==> src/rtl/ctr_addr_gen.sv <==
// Two-field {rg_a, bit_a} address walker for serial register-bit scanning.
// Supports enable, up/down, parallel load, sync clear, and wrap-or-stop terminal handling.
//
// state | meaning
// RUN   | counting allowed, halted=0
// HALT  | parked at terminal address after a stop-mode step, halted=1
module ctr_addr_gen #(
    parameter int RG_W    = 4,
    parameter int BIT_W   = 2,
    parameter int RG_LAST = 15
) (
    input  logic             tick,
    input  logic             clr_n,
    input  logic             en,
    input  logic             up,
    input  logic             stop_mode,
    input  logic             sclr,
    input  logic             load,
    input  logic [RG_W-1:0]  load_rg,
    input  logic [BIT_W-1:0] load_bit,
    output logic [RG_W-1:0]  rg_a,
    output logic [BIT_W-1:0] bit_a,
    output logic             tc,
    output logic             wrap,
    output logic             halted
);

    typedef enum logic {RUN = 1'b0, HALT = 1'b1} state_t;

    localparam logic [RG_W-1:0]  RG_LAST_V = RG_W'(RG_LAST);
    localparam logic [BIT_W-1:0] BIT_MAX   = {BIT_W{1'b1}};

    state_t           state, state_nxt;
    logic [RG_W-1:0]  rg_nxt;
    logic [BIT_W-1:0] bit_nxt;
    logic             wrap_nxt;
    logic             at_top;
    logic             at_bot;

    assign at_top = (rg_a == RG_LAST_V) && (bit_a == BIT_MAX);
    assign at_bot = (rg_a == '0) && (bit_a == '0);
    assign tc     = up ? at_top : at_bot;
    assign halted = (state == HALT);

    always_ff @(posedge tick or negedge clr_n) begin
        if (!clr_n) begin
            state <= RUN;
            rg_a  <= '0;
            bit_a <= '0;
            wrap  <= 1'b0;
        end else begin
            state <= state_nxt;
            rg_a  <= rg_nxt;
            bit_a <= bit_nxt;
            wrap  <= wrap_nxt;
        end
    end

    always_comb begin
        state_nxt = state;
        rg_nxt    = rg_a;
        bit_nxt   = bit_a;
        wrap_nxt  = 1'b0;
        if (sclr) begin
            state_nxt = RUN;
            rg_nxt    = '0;
            bit_nxt   = '0;
        end else if (load) begin
            state_nxt = RUN;
            // Out-of-range loads clamp so rg_a never leaves the valid depth
            rg_nxt    = (load_rg > RG_LAST_V) ? RG_LAST_V : load_rg;
            bit_nxt   = load_bit;
        end else begin
            case (state)
                RUN: begin
                    if (en) begin
                        if (tc) begin
                            if (stop_mode) begin
                                state_nxt = HALT;
                            end else begin
                                wrap_nxt = 1'b1;
                                rg_nxt   = up ? '0 : RG_LAST_V;
                                bit_nxt  = up ? '0 : BIT_MAX;
                            end
                        end else if (up) begin
                            if (bit_a == BIT_MAX) begin
                                bit_nxt = '0;
                                rg_nxt  = rg_a + 1'b1;
                            end else begin
                                bit_nxt = bit_a + 1'b1;
                            end
                        end else begin
                            if (bit_a == '0) begin
                                bit_nxt = BIT_MAX;
                                rg_nxt  = rg_a - 1'b1;
                            end else begin
                                bit_nxt = bit_a - 1'b1;
                            end
                        end
                    end
                end
                HALT: state_nxt = HALT;
                default: state_nxt = RUN;
            endcase
        end
    end

endmodule

==> config.mk <==
export PLATFORM = sky130hd
export DESIGN_NAME = ctr_addr_gen
export DESIGN_NICKNAME = d
export VERILOG_FILES = /design/src/rtl/ctr_addr_gen.sv
export SDC_FILE = /design/constraint.sdc
export NUM_CORES = 1
export LEC_CHECK = 0
export ABC_AREA = 0
export CAP_MARGIN = 20
export CORE_ASPECT_RATIO = 1.4
export CORE_MARGIN = 2
export CORE_UTILIZATION = 35
export DETAILED_ROUTE_END_ITERATION = 8
export HOLD_SLACK_MARGIN = 0.03
export RECOVER_POWER = 100
export REMOVE_ABC_BUFFERS = 1
export SLEW_MARGIN = 20
export SYNTH_ARGS = -nofsm -noshare
export SYNTH_HDL_FRONTEND = slang
export SYNTH_SLANG_ARGS = --single-unit
==> constraint.sdc <==
create_clock -name tick -period 3.4 [get_ports tick]
set_input_delay 0.51 -clock tick [delete_from_list [all_inputs] [get_ports tick]]
set_output_delay 0.51 -clock tick [all_outputs]
set_load 0.01 [all_outputs]
==> results of run 1 <==
kinds of logic after synthesis:
kind of cell    Yosys count
compound gates           26
xor+xnor                  2
fa+ha+maj                 5
buf+inv                   9
flops                     8
simple gates             27
sequential cells by signal (all words and copies together) (netlist names):
signal  count
rg_a        4
halted      1
wrap        1
bit_a       2
metrics by stage:
step	setup slack, ns	std cells
2_1_floorplan	1.54	75
3_3_place_gp	0.560	116
4_1_cts	0.507	119
5_1_grt	0.346	119
3_5_place_dp	0.505	116
6_report	0.424	119
critical path: stages:
cell	delay, ns
sky130_fd_sc_hd__dlygate4sd3_1	0.65
sky130_fd_sc_hd__or2b_2	0.37
sky130_fd_sc_hd__o22ai_4	0.28
sky130_fd_sc_hd__dlygate4sd3_1	0.65
how the worst min path moves through the flow:
| stage | to | slack, ns | cells past startpoint |
|---|---|---|---|
| 2_1_floorplan | bit_a[0] | 0.21 | 0 |
| 3_3_place_gp | halted | 0.57 | 2 |
| 3_5_place_dp | halted | 0.57 | 2 |
| 4_1_cts | rg_a[2] | 0.54 | 1 |
| 5_1_grt | halted | 0.61 | 2 |
| 6_report | halted | 0.58 | 2 |
report_power, final:
part | internal [mW] | switching [mW]
Clock | 0.0403 | 0.0308
Combinational | 0.0508 | 0.0499
Sequential | 0.102 | 0.00940
Total | 0.193 | 0.0900
cells in the final DEF (no fill, tap or decap), types with 2 or more instances in the layout:
cell                               n
sky130_fd_sc_hd__clkbuf_4          3
sky130_fd_sc_hd__a211oi_1          2
sky130_fd_sc_hd__dfrtp_1           8
sky130_fd_sc_hd__a21oi_1           5
sky130_fd_sc_hd__inv_1             7
sky130_fd_sc_hd__o311ai_0          2
sky130_fd_sc_hd__o21ai_0           3
sky130_fd_sc_hd__xnor2_1           2
sky130_fd_sc_hd__nand2_1           5
sky130_fd_sc_hd__nor3_1            3
sky130_fd_sc_hd__ha_1              4
sky130_fd_sc_hd__nand3_1           3
sky130_fd_sc_hd__clkdlybuf4s50_1  10
sky130_fd_sc_hd__o22ai_1           2
sky130_fd_sc_hd__nor2_1            8
sky130_fd_sc_hd__dlygate4sd3_1    11
cell type report:
class | count | area, µm²
timing repair buffer | 21 | 210
multi-input combinational | 60 | 433
clock buffer | 3 | 22.5
sequential | 8 | 200
fill | 195 | 885
inverter | 7 | 26.3
tap | 20 | 25.0
metal layers:
layer	global-route usage, %	routed length [µm]	vias up
li1	-	-	331
met1	22.4	842	319
met2	26.1	806	14
met3	1.19	47	2
met4	5.53	16	0
met5	0	0	-
==> results_dict.tcl, run 1 <==
set metrics [dict create \
    worst_reg_to_reg_setup_slack_ns 1.35 \
    report.final.setup_viol 0 \
    worst_r2r_startpoint "bit_a[0]" \
    cts-buffers-inserted 3 \
    final_util_pct 50.9 \
    global_route.overflow_total 0 \
    routed_wire_length_per_instance_um 14.4 \
    cp_data_required_time_ns 2.89 \
    rr_endpoint "rg_a[1]" \
    finalWeightedCongestion 0.685 \
    dpl.hpwl_um 1310 \
    count_of_maximum_capacitance_violations 0 \
    drt_iter0_drc 10 \
    grt_antenna_before_repair 0 \
    post_synth_mux_area_share_pct 0 \
    grt_first_pass_wirelength_um 2700 \
    count_of_cells_along_the_worst_register_to_register_path 7 \
    synth-compound-area-share_pct 30.8 \
    design.die.area_um2 2330 \
    cp-endpoint "tc" \
    period_share_pct 87.5 \
    setup.worst_path.start "up" \
    finalNetCount 119 \
    placed_area_um2 906 \
    critPathArrivalTime_ns 2.47 \
    yosys.area_share.xor_xnor_pct 2.56 \
    power.density_cell_area_nw_per_um2 309 \
    cts_resized 0 \
    cts_sinks 8 \
    ir_worst_vdd_v 0.000233 \
    clock_latency_ns 0.25 \
    leakagePower_nw 0.386 \
    fin_crit_ns 2.98 \
    critical_path_class "input pin to output pin" \
    clock_input_transition_at_the_sequential_cells_of_the_worst_setup_and_hold_paths_ns 0.05 \
    synth_adder_area_share_pct 10.3 \
    h_tree_levels 1 \
    rows 18 \
    synth_seq_cells 8 \
    via_per_inst 5.60 \
    route.detailed.drc 0 \
    dr.pass1.iters 4 \
    ys_async_sr_fraction_pct 100 \
    design.portCount 22 \
    fp.dieH_um 56.3 \
    vias 666 \
    pin_count_of_the_biggest_net_entering_global_routing 13 \
    seq_area_frac_synth_pct 29.3 \
    total_of_hold_buffers_inserted_after_clock_tree_synthesis 0 \
    area.growth.synth_to_final_pct 34.2 \
    clk_path_buf_depth 2 \
    drive_gt1_share_pct 8.08 \
    core-area_um2 1800 \
    final_max_slew_viol_count 0 \
    synth.area.top_cells "sky130_fd_sc_hd__dfrtp_1 (29%), sky130_fd_sc_hd__ha_1 (7.3%), sky130_fd_sc_hd__nor2_1 (4.4%), sky130_fd_sc_hd__inv_1 (3.8%), sky130_fd_sc_hd__a21oi_1 (2.9%)" \
    timing.setup.tns_ns 0 \
    tightest_slew_ns 0.477 \
    synth.lib_cells_used.distinct 37 \
    vias_in_the_first_global_route 631 \
    insertedDiodeCount 0 \
    postCtsSetupRepairBufs 0 \
    holdCritStartpoint "halted" \
    critical_path.startpoint_type "input pin" \
    post_synth_and_or_nand_nor_area_fraction_pct 21.4 \
    synthCells 77 \
    hold_path_class "flop to flop" \
    grtUsageTotal_pct 16.4 \
    run_status "complete, no violations" \
    synthFlopType "sky130_fd_sc_hd__dfrtp_1" \
    detail_route.wirelength_um 1710 \
    post-synth-top-area-fraction_pct 29.3 \
    timing.slew.headroom_pct 68.1 \
    hold_slack_ns 0.577 \
    synth-edff-count 0 \
    stdcell_area_um2 917 \
    final-hold-violation-count 0 \
    die_width_um 41.3 \
    ant_nets 0 \
    postSynthAreaPerCell_um2 8.87 \
    yosysTopAreaCell "sky130_fd_sc_hd__dfrtp_1" \
    power_uw 283 \
    timing.critical_path.fanout_max 8 \
    synth_top_family_by_area "compound AO/OA/AOI/OAI gates" \
    yosysWarnings 0 \
    finClkSkew_ns 0.000830 \
    clock_tree_from_tritoncts "built" \
    root_buffer "sky130_fd_sc_hd__clkbuf_4" \
    max_freq_ghz 0.336 \
    initial_utilization_pct 37.9 \
    portBuffers 21 \
    ys_top_cells_by_count "sky130_fd_sc_hd__dfrtp_1 (8), sky130_fd_sc_hd__nor2_1 (8), sky130_fd_sc_hd__inv_1 (7)" \
    post_synth_design_cell_area_um2 683 \
    worst_setup_path_end_kind "output pin" \
    unrepaired_setup_endpoints_after_global_routing "false" \
]
(Power assumes the default switching activity.)
==> inputs of run 2 (changes only) <==
==> constraint.sdc (replaced) <==
create_clock -name tick -period 3.4 [get_ports tick]
set_input_delay 0.68 -clock tick [delete_from_list [all_inputs] [get_ports tick]]
set_output_delay 0.68 -clock tick [all_outputs]
set_load 0.01 [all_outputs]
==> run 2 against run 1 <==
Power fell by 0.60%. Global-route usage rose by 1.4 points. Worst hold slack improved by 0.0069 ns. Core utilization fell by 0.35 points. Sequential power barely moved. Clock skew rose by 0.0012 ns. Sequential share of layout area rose by 0.15 points. Combinational power barely moved. Register-to-register slack got worse by 0.14 ns. Critical path type unchanged.
==> results_dict.tcl, run 2 (synthesized netlist as in run 1, its figures left out) <==
set metrics [dict create \
    run_status "complete, no violations" \
    clock_input_transition_at_the_sequential_cells_of_the_worst_setup_and_hold_paths_ns 0.05 \
    hold_slack_ns 0.584 \
    vias 684 \
    critPathArrivalTime_ns 2.43 \
    fillCellCount 188 \
    layout.cells.most_common "sky130_fd_sc_hd__dlygate4sd3_1" \
    crit_path_frequent_cell "sky130_fd_sc_hd__dlygate4sd3_1" \
    timing.critical_path.fanout_max 4 \
    h_tree_levels 1 \
    top_layer "met4" \
    pin_count_of_the_biggest_net_entering_global_routing 13 \
    placed_area_um2 921 \
    global_route.overflow_total 0 \
    tightest_slew_ns 0.451 \
    mostFrequentLayoutCells "sky130_fd_sc_hd__dlygate4sd3_1 (11), sky130_fd_sc_hd__clkdlybuf4s50_1 (10), sky130_fd_sc_hd__nor2_1 (8), sky130_fd_sc_hd__dfrtp_1 (8), sky130_fd_sc_hd__inv_1 (7)" \
    finalNetCount 121 \
    total_of_hold_buffers_inserted_after_clock_tree_synthesis 0 \
    largest_register_ffs 4 \
    fin_crit_ns 3.11 \
    drive_gt1_share_pct 6.93 \
    core-area_um2 1800 \
    vias_in_the_first_global_route 676 \
    detail_route.wirelength_um 1680 \
    ant_nets 0 \
    final-hold-violation-count 0 \
    postCtsSetupRepairBufs 0 \
    power.density_cell_area_nw_per_um2 309 \
    report.final.setup_viol 0 \
    cts-buffers-inserted 3 \
    insertedDiodeCount 0 \
    top_register "rg_a" \
    ir_worst_vdd_v 0.000160 \
    grtUsageTotal_pct 17.8 \
    hold_path_class "flop to flop" \
    worst_setup_path_end_kind "output pin" \
    critical_path.startpoint_type "input pin" \
    area.growth.synth_to_final_pct 33.3 \
    root_buffer "sky130_fd_sc_hd__clkbuf_4" \
    portBuffers 21 \
    clock_latency_ns 0.25 \
    clk_path_buf_depth 2 \
    slowest_delay_ns 0.63 \
    via_per_inst 5.65 \
    critical_path.cell_chain "dlygate4sd3_1 -> or2b_2 -> o22ai_1 -> dlygate4sd3_1" \
    max_freq_ghz 0.322 \
    finClkSkew_ns 0.00200 \
    top_regs "rg_a (4), bit_a (2)" \
    count_of_maximum_capacitance_violations 0 \
    design.die.area_um2 2330 \
    cp_data_required_time_ns 2.72 \
    stdcell_area_um2 911 \
    detail_route.wirelength.met1_um 782 \
    dr.pass1.iters 3 \
    rows 18 \
    route.detailed.drc 0 \
    finalWeightedCongestion 0.757 \
    period_share_pct 91.4 \
    cts_sinks 8 \
    fp.dieH_um 56.3 \
    initial_utilization_pct 37.9 \
    clock_tree_from_tritoncts "built" \
    critical_path_class "input pin to output pin" \
    design.portCount 22 \
    timing.setup.tns_ns 0 \
    final_max_slew_viol_count 0 \
    met3RoutedLength_um 48 \
    routed_wire_length_per_instance_um 13.9 \
    critical-path-slowest-cell "sky130_fd_sc_hd__dlygate4sd3_1" \
    unrepaired_setup_endpoints_after_global_routing "false" \
    leakagePower_nw 0.386 \
    dpl.hpwl_um 1340 \
    cts_resized 0 \
    grt_antenna_before_repair 0 \
    grt_first_pass_wirelength_um 2920 \
    drt_iter0_drc 8 \
    die_width_um 41.3 \
    detailroute.wirelength.met2_um 815 \
    timing.slew.headroom_pct 69.8 \
]
==> run 2: cell type report <==
class                      count  area (µm²)  share of cell area (%)
sequential                     8         200                    22.0
clock buffer                   3        22.5                    2.47
timing repair buffer          23         218                    23.9
multi-input combinational     60         419                    46.0
inverter                       7        26.3                    2.88
tap                           20        25.0                    2.75
==> run 2: worst paths after layout <==
path,startpoint,to,slack [ns],cells after the start
max,up,tc,0.29,4
min,halted,halted,0.58,2
max reg2reg,rg_a[1],rg_a[1],1.21,6
min reg2reg,halted,halted,0.58,2
max in group asynchronous,clr_n,rg_a[0],2.36,1
min in group asynchronous,clr_n,bit_a[0],0.78,1
==> run 2: report_power, final <==
group | leakage, nW | internal [mW] | switching, mW
combinational | 0.266 | 0.0504 | 0.0481
sequential | 0.106 | 0.102 | 0.00905
clock | 0.0138 | 0.0403 | 0.0316
==> run 2: through the flow <==
stage | utilization [%] | setup WS, ns | power (mW) | cells
detailed placement | 51.1 | 0.466 | 0.222 | 118
CTS | 52.4 | 0.462 | 0.297 | 121
global placement | 51.1 | 0.487 | 0.221 | 118
finish | 50.6 | 0.293 | 0.281 | 121
floorplan | - | 1.37 | 0.169 | 75
global route | 50.6 | 0.209 | 0.303 | 121
==> run 2: per-layer routing <==
layer / track usage (%) / vias up
met5: 0 / -
met1: 23.1 / 327
li1: - / 339
met3: 2.37 / 5
met4: 8.29 / 0
met2: 27.7 / 13
==> run 2: critical path, delay by kind of cell <==
family	cells	cell delay, ns
AOI/OAI and AO/OA	1	0.20
and+or+nand+nor	1	0.33
buffers and inverters	2	1.22
==> inputs of run 3 (changes only) <==
Settings changed: MAX_ROUTING_LAYER set to met4.
==> run 3 against run 2 <==
Power rose by 1.5%. Clock skew fell by 0.00080 ns. Clock-buffer cell count did not move. Fmax did not move. First-iteration DRC count did not move. Cell count did not move. Critical path type unchanged. Critical endpoint unchanged. Highest routed layer unchanged.
==> results_dict.tcl, run 3 (synthesized netlist as in run 1, its figures left out) <==
set metrics [dict create \
    run_status "complete, no violations" \
    fp.dieH_um 56.3 \
    root_buffer "sky130_fd_sc_hd__clkbuf_4" \
    final-hold-violation-count 0 \
    global_route.overflow_total 0 \
    final_max_slew_viol_count 0 \
    via_per_inst 5.59 \
    cts-buffers-inserted 3 \
    globalRouteMet3Util_pct 2.37 \
    numPlacedInstances 118 \
    period_share_pct 91.4 \
    leakagePower_nw 0.386 \
    routed_wire_length_per_instance_um 14.2 \
    unrepaired_setup_endpoints_after_global_routing "false" \
    clk_path_buf_depth 2 \
    grt_util_met1_pct 23.1 \
    h_tree_levels 1 \
    vias 676 \
    power_uw 286 \
    clock_latency_ns 0.26 \
    initial_utilization_pct 37.9 \
    design.die.area_um2 2330 \
    timing.setup.tns_ns 0 \
    rows 18 \
    top_regs "rg_a (4), bit_a (2)" \
    fillCellCount 188 \
    top_register "rg_a" \
    stdcell_area_um2 911 \
    ant_nets 0 \
    core-area_um2 1800 \
    finalWorstSetupSlack_ns 0.293 \
    mostFrequentLayoutCells "sky130_fd_sc_hd__dlygate4sd3_1 (11), sky130_fd_sc_hd__clkdlybuf4s50_1 (10), sky130_fd_sc_hd__nor2_1 (8), sky130_fd_sc_hd__dfrtp_1 (8), sky130_fd_sc_hd__inv_1 (7)" \
    drive_gt1_share_pct 6.93 \
    insertedDiodeCount 0 \
    hold_path_class "flop to flop" \
    clock_input_transition_at_the_sequential_cells_of_the_worst_setup_and_hold_paths_ns 0.05 \
    critPathArrivalTime_ns 2.43 \
    hold_slack_ns 0.581 \
    max_freq_ghz 0.322 \
    drt_iter0_drc 8 \
    total_of_hold_buffers_inserted_after_clock_tree_synthesis 0 \
    grt.busiest_layer "met2" \
    timing.critical_path.fanout_max 4 \
    grt_first_pass_wirelength_um 2920 \
    dpl.hpwl_um 1340 \
    worst_reg_to_reg_setup_slack_ns 1.20 \
    tightest_slew_ns 0.447 \
    finalNetCount 121 \
    critical_path.startpoint_type "input pin" \
    finalNonFillerCells 121 \
    detail_route.wirelength_um 1720 \
    preCtsSetupSlack_ns 0.466 \
    cts_resized 0 \
    layout.cells.most_common "sky130_fd_sc_hd__dlygate4sd3_1" \
    postCtsSetupRepairBufs 0 \
    count_of_maximum_capacitance_violations 0 \
    finalWeightedCongestion 0.766 \
    worst_setup_path_end_kind "output pin" \
    grt_antenna_before_repair 0 \
    vias_in_the_first_global_route 677 \
    timing.slew.headroom_pct 70.1 \
    die_width_um 41.3 \
    cts_sinks 8 \
    dr.pass1.iters 3 \
    power.density_cell_area_nw_per_um2 313 \
    area.growth.synth_to_final_pct 33.3 \
    placed_area_um2 921 \
    design.portCount 22 \
    ir_worst_vdd_v 0.000163 \
    fin_crit_ns 3.11 \
    report.final.setup_viol 0 \
    largest_register_ffs 4 \
    portBuffers 21 \
    groute.layer.met2.usage_pct 27.7 \
    final_util_pct 50.6 \
    route.detailed.drc 0 \
    pin_count_of_the_biggest_net_entering_global_routing 13 \
    finClkSkew_ns 0.00120 \
    grtUsageTotal_pct 18.2 \
    critical_path_class "input pin to output pin" \
    cp_data_required_time_ns 2.72 \
    clock_tree_from_tritoncts "built" \
]
-- run 3: final timing paths --
kind                            endpoint    start  depth (start not counted)
worst max-delay path                  tc       up                          4
worst min-delay path              halted   halted                          2
worst max register to register   rg_a[1]  rg_a[1]                          6
worst min register to register    halted   halted                          2
max in group asynchronous        rg_a[2]    clr_n                          1
min in group asynchronous       bit_a[0]    clr_n                          1
-- run 3: cell type report --
type	instances	area, µm²	share of cell area [%]
Multi-Input combinational cell	60	419	46.0
Timing Repair Buffer	23	218	23.9
Sequential cell	8	200	22.0
Inverter	7	26.3	2.88
Tap cell	20	25.0	2.75
Clock buffer	3	22.5	2.47
-- run 3: metal layers --
layer / share of wire, % / wire length [µm]
met2: 49 / 836
met4: 2.4 / 42
met3: 2.6 / 44
met5: 0 / 0
met1: 46 / 792
-- run 3: worst max-delay path, stage by stage --
cell                            delay [ns]
sky130_fd_sc_hd__dlygate4sd3_1        0.59
sky130_fd_sc_hd__or2b_2               0.33
sky130_fd_sc_hd__o22ai_1              0.20
sky130_fd_sc_hd__dlygate4sd3_1        0.63
-- run 3: power by group --
part / total, mW / switching, mW / leakage (nW) / internal, mW
Combinational: 0.0985 / 0.0482 / 0.266 / 0.0504
Clock: 0.0762 / 0.0356 / 0.0138 / 0.0406
Sequential: 0.111 / 0.00902 / 0.106 / 0.102
Total: 0.286 / 0.0928 / 0.386 / 0.193
